### src/rtl/fft_frame_driver_if.sv
`default_nettype none
// ============================================================================
// Module   : fft_frame_driver_if
// Purpose  : Bundles the three streams that fft_frame_driver sits between:
//            the host sample stream, the FFT core strobe/data pair and the
//            host result stream. The driver uses the slave view and its
//            environment uses the master view.
// Signals  : in_valid/in_data/in_ready        host sample stream
//            readyin/core_din/core_dout       FFT core strobe and data
//            res_valid/res_data/res_last/res_ready  host result stream
//            busy                             driver is not accepting input
// Revision : 1.0  initial release
// ============================================================================
interface fft_frame_driver_if #(
  parameter int DATA_W = 16
);

  logic              in_valid;
  logic [DATA_W-1:0] in_data;
  logic              in_ready;
  logic              readyin;
  logic [DATA_W-1:0] core_din;
  logic [DATA_W-1:0] core_dout;
  logic              res_valid;
  logic [DATA_W-1:0] res_data;
  logic              res_last;
  logic              res_ready;
  logic              busy;

  // Driver side
  modport slave (
    input  in_valid, in_data, core_dout, res_ready,
    output in_ready, readyin, core_din, res_valid, res_data, res_last, busy
  );

  // Host and core side
  modport master (
    output in_valid, in_data, core_dout, res_ready,
    input  in_ready, readyin, core_din, res_valid, res_data, res_last, busy
  );

endinterface
`default_nettype wire

### src/rtl/fft_frame_driver.sv
`default_nettype none
// ============================================================================
// Module   : fft_frame_driver
// Purpose  : Host-side driver for an FFT core with a single-strobe readyin
//            handshake. Collects one frame of N_IN samples, strobes each into
//            the core, waits out the core compute window, strobes N_OUT+1
//            readout pulses while capturing N_OUT result words, then returns
//            the results on a valid/ready stream.
// Ports    : clock      rising-edge clock
//            n_rst      synchronous active-low reset (shared with the core)
//            bus        fft_frame_driver_if.slave:
//                         in_valid/in_data/in_ready      sample input
//                         readyin/core_din/core_dout     core strobe and data
//                         res_valid/res_data/res_last/res_ready  results
//                         busy                           high outside COLLECT
// Revision : 1.0  initial release
// ============================================================================
module fft_frame_driver #(
  parameter int DATA_W         = 16,
  parameter int N_IN           = 4,
  parameter int N_OUT          = 4,
  parameter int PULSE_HIGH     = 2,
  parameter int PULSE_LOW      = 2,
  parameter int COMPUTE_CYCLES = 16
) (
  input  logic              clock,
  input  logic              n_rst,
  fft_frame_driver_if.slave bus
);

  // --------------------------------------------------------------------------
  // Counter sizing
  // --------------------------------------------------------------------------
  localparam int c_tmax_a = (PULSE_HIGH > PULSE_LOW) ? PULSE_HIGH : PULSE_LOW;
  localparam int c_tmax   = (c_tmax_a > COMPUTE_CYCLES) ? c_tmax_a : COMPUTE_CYCLES;
  // Pulse counter must reach N_OUT (index of the extra idle-return pulse)
  localparam int c_pmax   = (N_IN > N_OUT + 1) ? N_IN : N_OUT + 1;

  localparam int c_tc_w = $clog2(c_tmax + 1);
  localparam int c_pc_w = $clog2(c_pmax + 1);
  localparam int c_wc_w = $clog2(N_IN + 1);
  localparam int c_rc_w = $clog2(N_OUT + 1);

  localparam logic [c_tc_w-1:0] c_ph_last   = c_tc_w'(PULSE_HIGH - 1);
  localparam logic [c_tc_w-1:0] c_pl_last   = c_tc_w'(PULSE_LOW - 1);
  localparam logic [c_tc_w-1:0] c_cc_last   = c_tc_w'(COMPUTE_CYCLES - 1);
  localparam logic [c_wc_w-1:0] c_wc_last   = c_wc_w'(N_IN - 1);
  localparam logic [c_wc_w-1:0] c_wc_full   = c_wc_w'(N_IN);
  localparam logic [c_pc_w-1:0] c_pc_in_end = c_pc_w'(N_IN - 1);
  localparam logic [c_pc_w-1:0] c_pc_rd_end = c_pc_w'(N_OUT);
  localparam logic [c_pc_w-1:0] c_pc_n_out  = c_pc_w'(N_OUT);
  localparam logic [c_rc_w-1:0] c_rc_last   = c_rc_w'(N_OUT - 1);

  // --------------------------------------------------------------------------
  // State machine
  // --------------------------------------------------------------------------
  typedef enum logic [2:0] {
    S_COLLECT = 3'd0,
    S_LOAD_HI = 3'd1,
    S_LOAD_LO = 3'd2,
    S_WAIT    = 3'd3,
    S_READ_HI = 3'd4,
    S_READ_LO = 3'd5,
    S_DRAIN   = 3'd6
  } state_t;

  state_t r_state;
  state_t w_state_nxt;

  logic [c_wc_w-1:0] r_wc, w_wc_nxt;   // input word count
  logic [c_pc_w-1:0] r_pc, w_pc_nxt;   // pulse count within a phase
  logic [c_tc_w-1:0] r_tc, w_tc_nxt;   // cycle timer within a pulse / wait
  logic [c_rc_w-1:0] r_rc, w_rc_nxt;   // result read index

  logic              r_readyin;
  logic [DATA_W-1:0] r_core_din;
  logic [DATA_W-1:0] w_din_nxt;

  logic [DATA_W-1:0] r_ibuf [N_IN];
  logic [DATA_W-1:0] r_obuf [N_OUT];

  logic              w_in_ready;
  logic              w_in_xfer;
  logic              w_res_xfer;
  logic              w_cap;
  logic [c_pc_w-1:0] w_pc_inc;
  logic [DATA_W-1:0] w_res_data;

  // in_ready is a function of state and count only, never of in_valid
  assign w_in_ready = (r_state == S_COLLECT) && (r_wc != c_wc_full);
  assign w_in_xfer  = bus.in_valid && w_in_ready;
  assign w_res_xfer = (r_state == S_DRAIN) && bus.res_ready;
  assign w_pc_inc   = r_pc + 1'b1;

  always_ff @(posedge clock) begin
    if (!n_rst) begin
      r_state <= S_COLLECT;
    end else begin
      r_state <= w_state_nxt;
    end
  end

  always_comb begin
    w_state_nxt = r_state;
    w_wc_nxt    = r_wc;
    w_pc_nxt    = r_pc;
    w_tc_nxt    = r_tc;
    w_rc_nxt    = r_rc;
    w_din_nxt   = r_core_din;
    w_cap       = 1'b0;

    case (r_state)
      S_COLLECT: begin
        if (w_in_xfer) begin
          if (r_wc == c_wc_last) begin
            w_state_nxt = S_LOAD_HI;
            w_wc_nxt    = '0;
            w_pc_nxt    = '0;
            w_tc_nxt    = '0;
            // Word 0 goes to the core on the first pulse. With a one-word
            // frame it is still in flight on in_data this cycle.
            w_din_nxt   = (N_IN == 1) ? bus.in_data : r_ibuf[0];
          end else begin
            w_wc_nxt = r_wc + 1'b1;
          end
        end
      end

      S_LOAD_HI: begin
        if (r_tc == c_ph_last) begin
          w_state_nxt = S_LOAD_LO;
          w_tc_nxt    = '0;
        end else begin
          w_tc_nxt = r_tc + 1'b1;
        end
      end

      S_LOAD_LO: begin
        if (r_tc == c_pl_last) begin
          w_tc_nxt = '0;
          if (r_pc == c_pc_in_end) begin
            w_state_nxt = S_WAIT;
            w_pc_nxt    = '0;
          end else begin
            w_state_nxt = S_LOAD_HI;
            w_pc_nxt    = w_pc_inc;
            // Next word is registered on entry to LOAD_HI so core_din only
            // changes on the first high cycle of each pulse.
            for (int i = 0; i < N_IN; i++) begin
              if (w_pc_inc == c_pc_w'(i)) begin
                w_din_nxt = r_ibuf[i];
              end
            end
          end
        end else begin
          w_tc_nxt = r_tc + 1'b1;
        end
      end

      S_WAIT: begin
        if (r_tc == c_cc_last) begin
          w_state_nxt = S_READ_HI;
          w_tc_nxt    = '0;
        end else begin
          w_tc_nxt = r_tc + 1'b1;
        end
      end

      S_READ_HI: begin
        if (r_tc == c_ph_last) begin
          w_state_nxt = S_READ_LO;
          w_tc_nxt    = '0;
        end else begin
          w_tc_nxt = r_tc + 1'b1;
        end
      end

      S_READ_LO: begin
        if (r_tc == c_pl_last) begin
          w_tc_nxt = '0;
          // The core presents result r_pc after readout pulse r_pc+1; the
          // final pulse only returns the core sequencer to idle.
          w_cap    = (r_pc < c_pc_n_out);
          if (r_pc == c_pc_rd_end) begin
            w_state_nxt = S_DRAIN;
            w_pc_nxt    = '0;
            w_rc_nxt    = '0;
          end else begin
            w_state_nxt = S_READ_HI;
            w_pc_nxt    = w_pc_inc;
          end
        end else begin
          w_tc_nxt = r_tc + 1'b1;
        end
      end

      S_DRAIN: begin
        if (w_res_xfer) begin
          if (r_rc == c_rc_last) begin
            w_state_nxt = S_COLLECT;
            w_rc_nxt    = '0;
          end else begin
            w_rc_nxt = r_rc + 1'b1;
          end
        end
      end

      default: begin
        w_state_nxt = S_COLLECT;
        w_wc_nxt    = '0;
        w_pc_nxt    = '0;
        w_tc_nxt    = '0;
        w_rc_nxt    = '0;
      end
    endcase
  end

  // --------------------------------------------------------------------------
  // Counters, strobe and buffers
  // --------------------------------------------------------------------------
  always_ff @(posedge clock) begin
    if (!n_rst) begin
      r_wc       <= '0;
      r_pc       <= '0;
      r_tc       <= '0;
      r_rc       <= '0;
      r_readyin  <= 1'b0;
      r_core_din <= '0;
      for (int i = 0; i < N_IN; i++) begin
        r_ibuf[i] <= '0;
      end
      for (int i = 0; i < N_OUT; i++) begin
        r_obuf[i] <= '0;
      end
    end else begin
      r_wc       <= w_wc_nxt;
      r_pc       <= w_pc_nxt;
      r_tc       <= w_tc_nxt;
      r_rc       <= w_rc_nxt;
      // Registered from the next state so the core sees a glitch-free strobe
      r_readyin  <= (w_state_nxt == S_LOAD_HI) || (w_state_nxt == S_READ_HI);
      r_core_din <= w_din_nxt;
      for (int i = 0; i < N_IN; i++) begin
        if (w_in_xfer && (r_wc == c_wc_w'(i))) begin
          r_ibuf[i] <= bus.in_data;
        end
      end
      for (int i = 0; i < N_OUT; i++) begin
        if (w_cap && (r_pc == c_pc_w'(i))) begin
          r_obuf[i] <= bus.core_dout;
        end
      end
    end
  end

  // Result word select; r_rc only moves on a transfer so data holds under
  // backpressure.
  always_comb begin
    w_res_data = '0;
    for (int i = 0; i < N_OUT; i++) begin
      if (r_rc == c_rc_w'(i)) begin
        w_res_data = r_obuf[i];
      end
    end
  end

  // --------------------------------------------------------------------------
  // Outputs
  // --------------------------------------------------------------------------
  assign bus.in_ready  = w_in_ready;
  assign bus.readyin   = r_readyin;
  assign bus.core_din  = r_core_din;
  assign bus.res_valid = (r_state == S_DRAIN);
  assign bus.res_data  = w_res_data;
  assign bus.res_last  = (r_state == S_DRAIN) && (r_rc == c_rc_last);
  assign bus.busy      = (r_state != S_COLLECT);

endmodule
`default_nettype wire

### src/flat_wrapper.sv
// flat-port wrapper written by rule: the top's interface ports become plain ports
module fft_frame_driver_flat 
#(
  parameter int DATA_W         = 16,
  parameter int N_IN           = 4,
  parameter int N_OUT          = 4,
  parameter int PULSE_HIGH     = 2,
  parameter int PULSE_LOW      = 2,
  parameter int COMPUTE_CYCLES = 16
)
  (clock, n_rst, bus_in_valid, bus_in_data, bus_core_dout, bus_res_ready, bus_in_ready, bus_readyin, bus_core_din, bus_res_valid, bus_res_data, bus_res_last, bus_busy);
  fft_frame_driver_if #(.DATA_W(DATA_W)) bus_i ();
  input  logic clock;
  input  logic n_rst;
  input wire logic [$bits(bus_i.in_valid)-1:0] bus_in_valid;
  input wire logic [$bits(bus_i.in_data)-1:0] bus_in_data;
  input wire logic [$bits(bus_i.core_dout)-1:0] bus_core_dout;
  input wire logic [$bits(bus_i.res_ready)-1:0] bus_res_ready;
  output wire logic [$bits(bus_i.in_ready)-1:0] bus_in_ready;
  output wire logic [$bits(bus_i.readyin)-1:0] bus_readyin;
  output wire logic [$bits(bus_i.core_din)-1:0] bus_core_din;
  output wire logic [$bits(bus_i.res_valid)-1:0] bus_res_valid;
  output wire logic [$bits(bus_i.res_data)-1:0] bus_res_data;
  output wire logic [$bits(bus_i.res_last)-1:0] bus_res_last;
  output wire logic [$bits(bus_i.busy)-1:0] bus_busy;
  assign bus_i.in_valid = bus_in_valid;
  assign bus_i.in_data = bus_in_data;
  assign bus_i.core_dout = bus_core_dout;
  assign bus_i.res_ready = bus_res_ready;
  assign bus_in_ready = bus_i.in_ready;
  assign bus_readyin = bus_i.readyin;
  assign bus_core_din = bus_i.core_din;
  assign bus_res_valid = bus_i.res_valid;
  assign bus_res_data = bus_i.res_data;
  assign bus_res_last = bus_i.res_last;
  assign bus_busy = bus_i.busy;
  fft_frame_driver #(.DATA_W(DATA_W), .N_IN(N_IN), .N_OUT(N_OUT), .PULSE_HIGH(PULSE_HIGH), .PULSE_LOW(PULSE_LOW), .COMPUTE_CYCLES(COMPUTE_CYCLES)) u_core (.clock(clock), .n_rst(n_rst), .bus(bus_i));
endmodule
### config.mk
export PLATFORM = sky130hd
export DESIGN_NAME = fft_frame_driver_flat
export DESIGN_NICKNAME = d
export VERILOG_FILES = /design/src/rtl/fft_frame_driver_if.sv /design/src/rtl/fft_frame_driver.sv /design/src/flat_wrapper.sv
export SDC_FILE = /design/constraint.sdc
export NUM_CORES = 1
export LEC_CHECK = 0
export CAP_MARGIN = 10
export CELL_PAD_IN_SITES_DETAIL_PLACEMENT = 1
export CELL_PAD_IN_SITES_GLOBAL_PLACEMENT = 1
export CORE_MARGIN = 10
export CORE_UTILIZATION = 40
export DETAILED_ROUTE_END_ITERATION = 8
export PLACE_DENSITY = 0.75
export SETUP_SLACK_MARGIN = 0.5
export SYNTH_ARGS = -nofsm -noshare
export SYNTH_HDL_FRONTEND = slang
export SYNTH_SLANG_ARGS = --single-unit
### constraint.sdc
create_clock -name clock -period 3.16 [get_ports clock]
set_input_delay 0.316 -clock clock [delete_from_list [all_inputs] [get_ports clock]]
set_output_delay 0.316 -clock clock [all_outputs]
set_load 0.05 [all_outputs]
==> flow_metrics.py <==
metrics = {
    "drt": {
        "num_vias": 5443,
        "via_per_inst": 5.68,
        "ant_nets": 0,
        "routed_wl_um": 20600,
        "wl_per_cell_um": 21.5,
        "firstDrtPassIters": 5,
        "drt-initial-drc-count": 376,
        "remaining_drc_errors": 0,
    },
    "floorplanning": {
        "coreArea_um2": 18700,
        "placementRows": 50,
        "die_h_um": 158,
        "die-area_um2": 24900,
        "io_pins": 73,
        "die_w_um": 158,
        "initial_core_util_pct": 40.7,
    },
    "grt": {
        "grt-ovfl-total": 0,
        "grt_pass1_wl_um": 32400,
        "met3_usage_pct": 3.12,
        "grt_pass1_vias": 5784,
        "grtUsageMet2_pct": 29.6,
        "grt_util_met1_pct": 19.9,
        "grt.total_usage_pct": 16.8,
        "gr-max-usage-layer": "met2",
        "antenna_found_initial": 0,
        "grt_max_degree": 65,
    },
    "clock_network": {
        "cts-root-buf": "clkbuf_16",
        "clock_latency_ps": 440,
        "htree_num_levels": 4,
        "clock-sinks": 162,
        "cts_tree": "yes",
        "ctsHoldBuffers": 0,
        "cts_buffers": 17,
        "post-cts-setup-buffers": 0,
        "cts_buffer_depth": 2,
        "clk_pin_slew_ps": 70,
    },
    "place": {
        "dp.cells": 927,
        "gp_congestion": 0.773,
        "dpl.hpwl_um": 13600,
        "dp_slack_ps": 512,
        "io_buffers": 72,
    },
    "power_and_ir_drop": {
        "p_per_area_nw_per_um2": 533,
        "p_clk_share_pct": 43.6,
        "leakage_nw": 3.82,
        "peakVddDrop_uv": 431,
        "p_sw_w": 0.00113,
        "comb_power_share_pct": 6.6,
        "seqPwrFrac_pct": 49.7,
        "total_power_w": 0.00487,
        "p_sw_share_pct": 23.2,
        "p_int_w": 0.00374,
    },
    "worst_setup_path": {
        "critical_path_class": "reg -> out",
        "crit_chain": "buf_4 -> nor2b_1 -> and3_1 -> clkdlybuf4s50_1",
        "r2r_cells": 6,
        "cpPeakStageDelay_ps": 800,
        "critPathRequiredTime_ps": 2840,
        "critPathSlowestCell": "clkdlybuf4s50_1",
        "end_kind": "primary output",
        "ff2ff_setup_slack_ps": 720,
        "cp_max_fo": 19,
        "crit_arrival_ps": 2250,
        "reg2reg_from": "u_core.r_pc[0]",
        "timing.rr.end": "u_core.bus.core_din[1]",
        "crit_path_start_kind": "flop",
    },
    "logic_synthesis": {
        "synth-seq-cells": 162,
        "ys_warn_count": 0,
        "yosysSeqAreaShare_pct": 59.5,
        "synth_area_um2": 7610,
        "synth_top_area_share_pct": 50.5,
        "synth_edf_count": 128,
        "syn_area_per_cell_um2": 11.6,
        "syn_inst": 658,
        "synthMostInstantiatedCell": "and3_1",
        "yosysTopAreaCell": "edfxtp_1",
        "synth-main-ff-cell": "edfxtp_1",
        "yosysUniqueCellTypes": 56,
        "netlist_top_cells_area": "edfxtp_1 (51%), and3_1 (11%), dfxtp_1 (8.9%)",
        "synthTopCellsByCount": "and3_1 (131), edfxtp_1 (128), o21ai_0 (53)",
        "syn_nets": 713,
        "async_flop_share_pct": 0,
    },
    "cells_and_area": {
        "multi_input_area_um2": 2830,
        "finalNetCount": 767,
        "area_growth_pct": 20.2,
        "fillers": 1964,
        "layout-drive-gt1-share_pct": 11.9,
        "fin_cells": 959,
        "seq_area_um2": 4530,
        "n_antenna_cell": 0,
    },
    "sta": {
        "final.setup_skew_ps": 15.8,
        "fin_crit_ps": 2570,
        "final.period_utilization_pct": 81.2,
        "finalSetupViolCount": 0,
        "rsz0062_at_grt": "true",
        "fmax_mhz": 390,
        "worst_slack_ps": 594,
        "hold_viol": 0,
        "setup_tns_ps": 0,
        "max_slew_margin_pct": 44.0,
        "tightest_slew_ps": 839,
        "slew_violations": 0,
    },
    "outcome": {
        "status": "finished clean",
    },
    "run": {
        "cap_violations": 0,
    },
    "hold_path": {
        "hold_path.class": "reg -> reg",
        "hold_depth": 1,
        "min-delay-start": "u_core.bus.core_din[11]",
        "holdPathEnd": "u_core.bus.core_din[11]",
    },
}
==> cell families (layout without fill, tap and decap cells) <==
logic type	count (synthesis)	after routing	synth area share, %
fa+ha+maj	19	19	3.13
mux	5	5	0.691
flops	162	162	59.5
simple gates	261	261	20.1
buf+inv	72	139	3.88
compound gates	139	139	12.7
==> worst max-delay path by stage <==
stage | startpoint | end | depth (start not counted) | slack (ps)
2_1_floorplan | u_core.r_rc[1] | bus_res_data[10] | 7 | 590
3_3_place_gp | u_core.r_tc[0] | u_core.r_obuf[1][9] | 5 | 610
3_5_place_dp | u_core.r_tc[0] | u_core.r_obuf[1][10] | 5 | 510
4_1_cts | u_core.r_rc[0] | bus_res_data[7] | 7 | 530
5_1_grt | u_core.r_rc[1] | bus_res_data[3] | 8 | 480
6_report | u_core.r_state[1] | bus_res_last | 4 | 590
==> final cells by class <==
class                      instances  area share (%)
sequential                       162            49.5
multi-input combinational        424            31.0
timing repair buffer              89            8.83
clock buffer                      21            5.50
tap                              234            3.20
clock inverter                    11            1.23
inverter                          18           0.739
==> critical path, delay by kind of cell, from the launching register on <==
kind | cells | cell delay, ps
simple gates | 2 | 420
buf+inv | 2 | 1050
flops | 1 | 340
==> flip-flops by register name, summed over array words and instances (netlist names) <==
signal	count
u_core.r_pc	3
u_core.r_ibuf	64
u_core.r_obuf	64
u_core.r_state	3
u_core.r_tc	5
u_core.bus.core_din	16
u_core.bus.readyin	1
u_core.r_wc	3
u_core.r_rc	3
==> repair_timing <==
| action | CTS | global route |
|---|---|---|
| pin swaps | 0 | 0 |
| endpoints found under the hold margin | 0 | 0 |
| endpoints found under the setup margin | 49 | 96 |
| resized for setup | 7 | 4 |
==> routing by layer <==
layer	routed length [um]	up-vias
met5	0	-
met4	329	0
met3	811	20
met2	10600	113
met1	8850	2714
li1	-	2596
==> power by group through the flow <==
| stage | clock network (W) | registers (W) | logic [W] |
|---|---|---|---|
| floorplan | 0 | 0.00246 | 0.000168 |
| global placement | 0 | 0.00246 | 0.000308 |
| detailed placement | 0 | 0.00247 | 0.000321 |
| CTS | 0.00216 | 0.00242 | 0.000324 |
| global route | 0.00223 | 0.00243 | 0.000350 |
| finish | 0.00212 | 0.00242 | 0.000323 |
==> per-stage QoR <==
step                      util [%]  cell area, um2  hold WS, ps
after floorplan                  -            7610          462
after global placement        45.4            8490          469
after detailed placement      45.4            8490          470
after CTS                     48.8            9120          489
after global routing          48.9            9140          521
final                         48.9            9140          485
==> layout by cell type, fill, tap and decap left out, types with 3 or more instances in the layout <==
cell               n
and3_1           130
edfxtp_1         128
clkdlybuf4s50_1   55
nand2_1           39
o21ai_0           36
buf_4             33
dfxtp_1           33
nor2_1            24
o21ai_1           20
ha_1              19
clkbuf_16         19
inv_1             18
o22ai_1           18
nand2b_1          16
a221o_1           16
a32o_1            16
a21oi_1           11
nand3_1           10
and2_1             6
inv_6              5
nand3b_1           4
clkinvlp_4         4
nor2b_1            3
o21bai_1           3
mux2i_1            3
(Power assumes the default switching activity.)
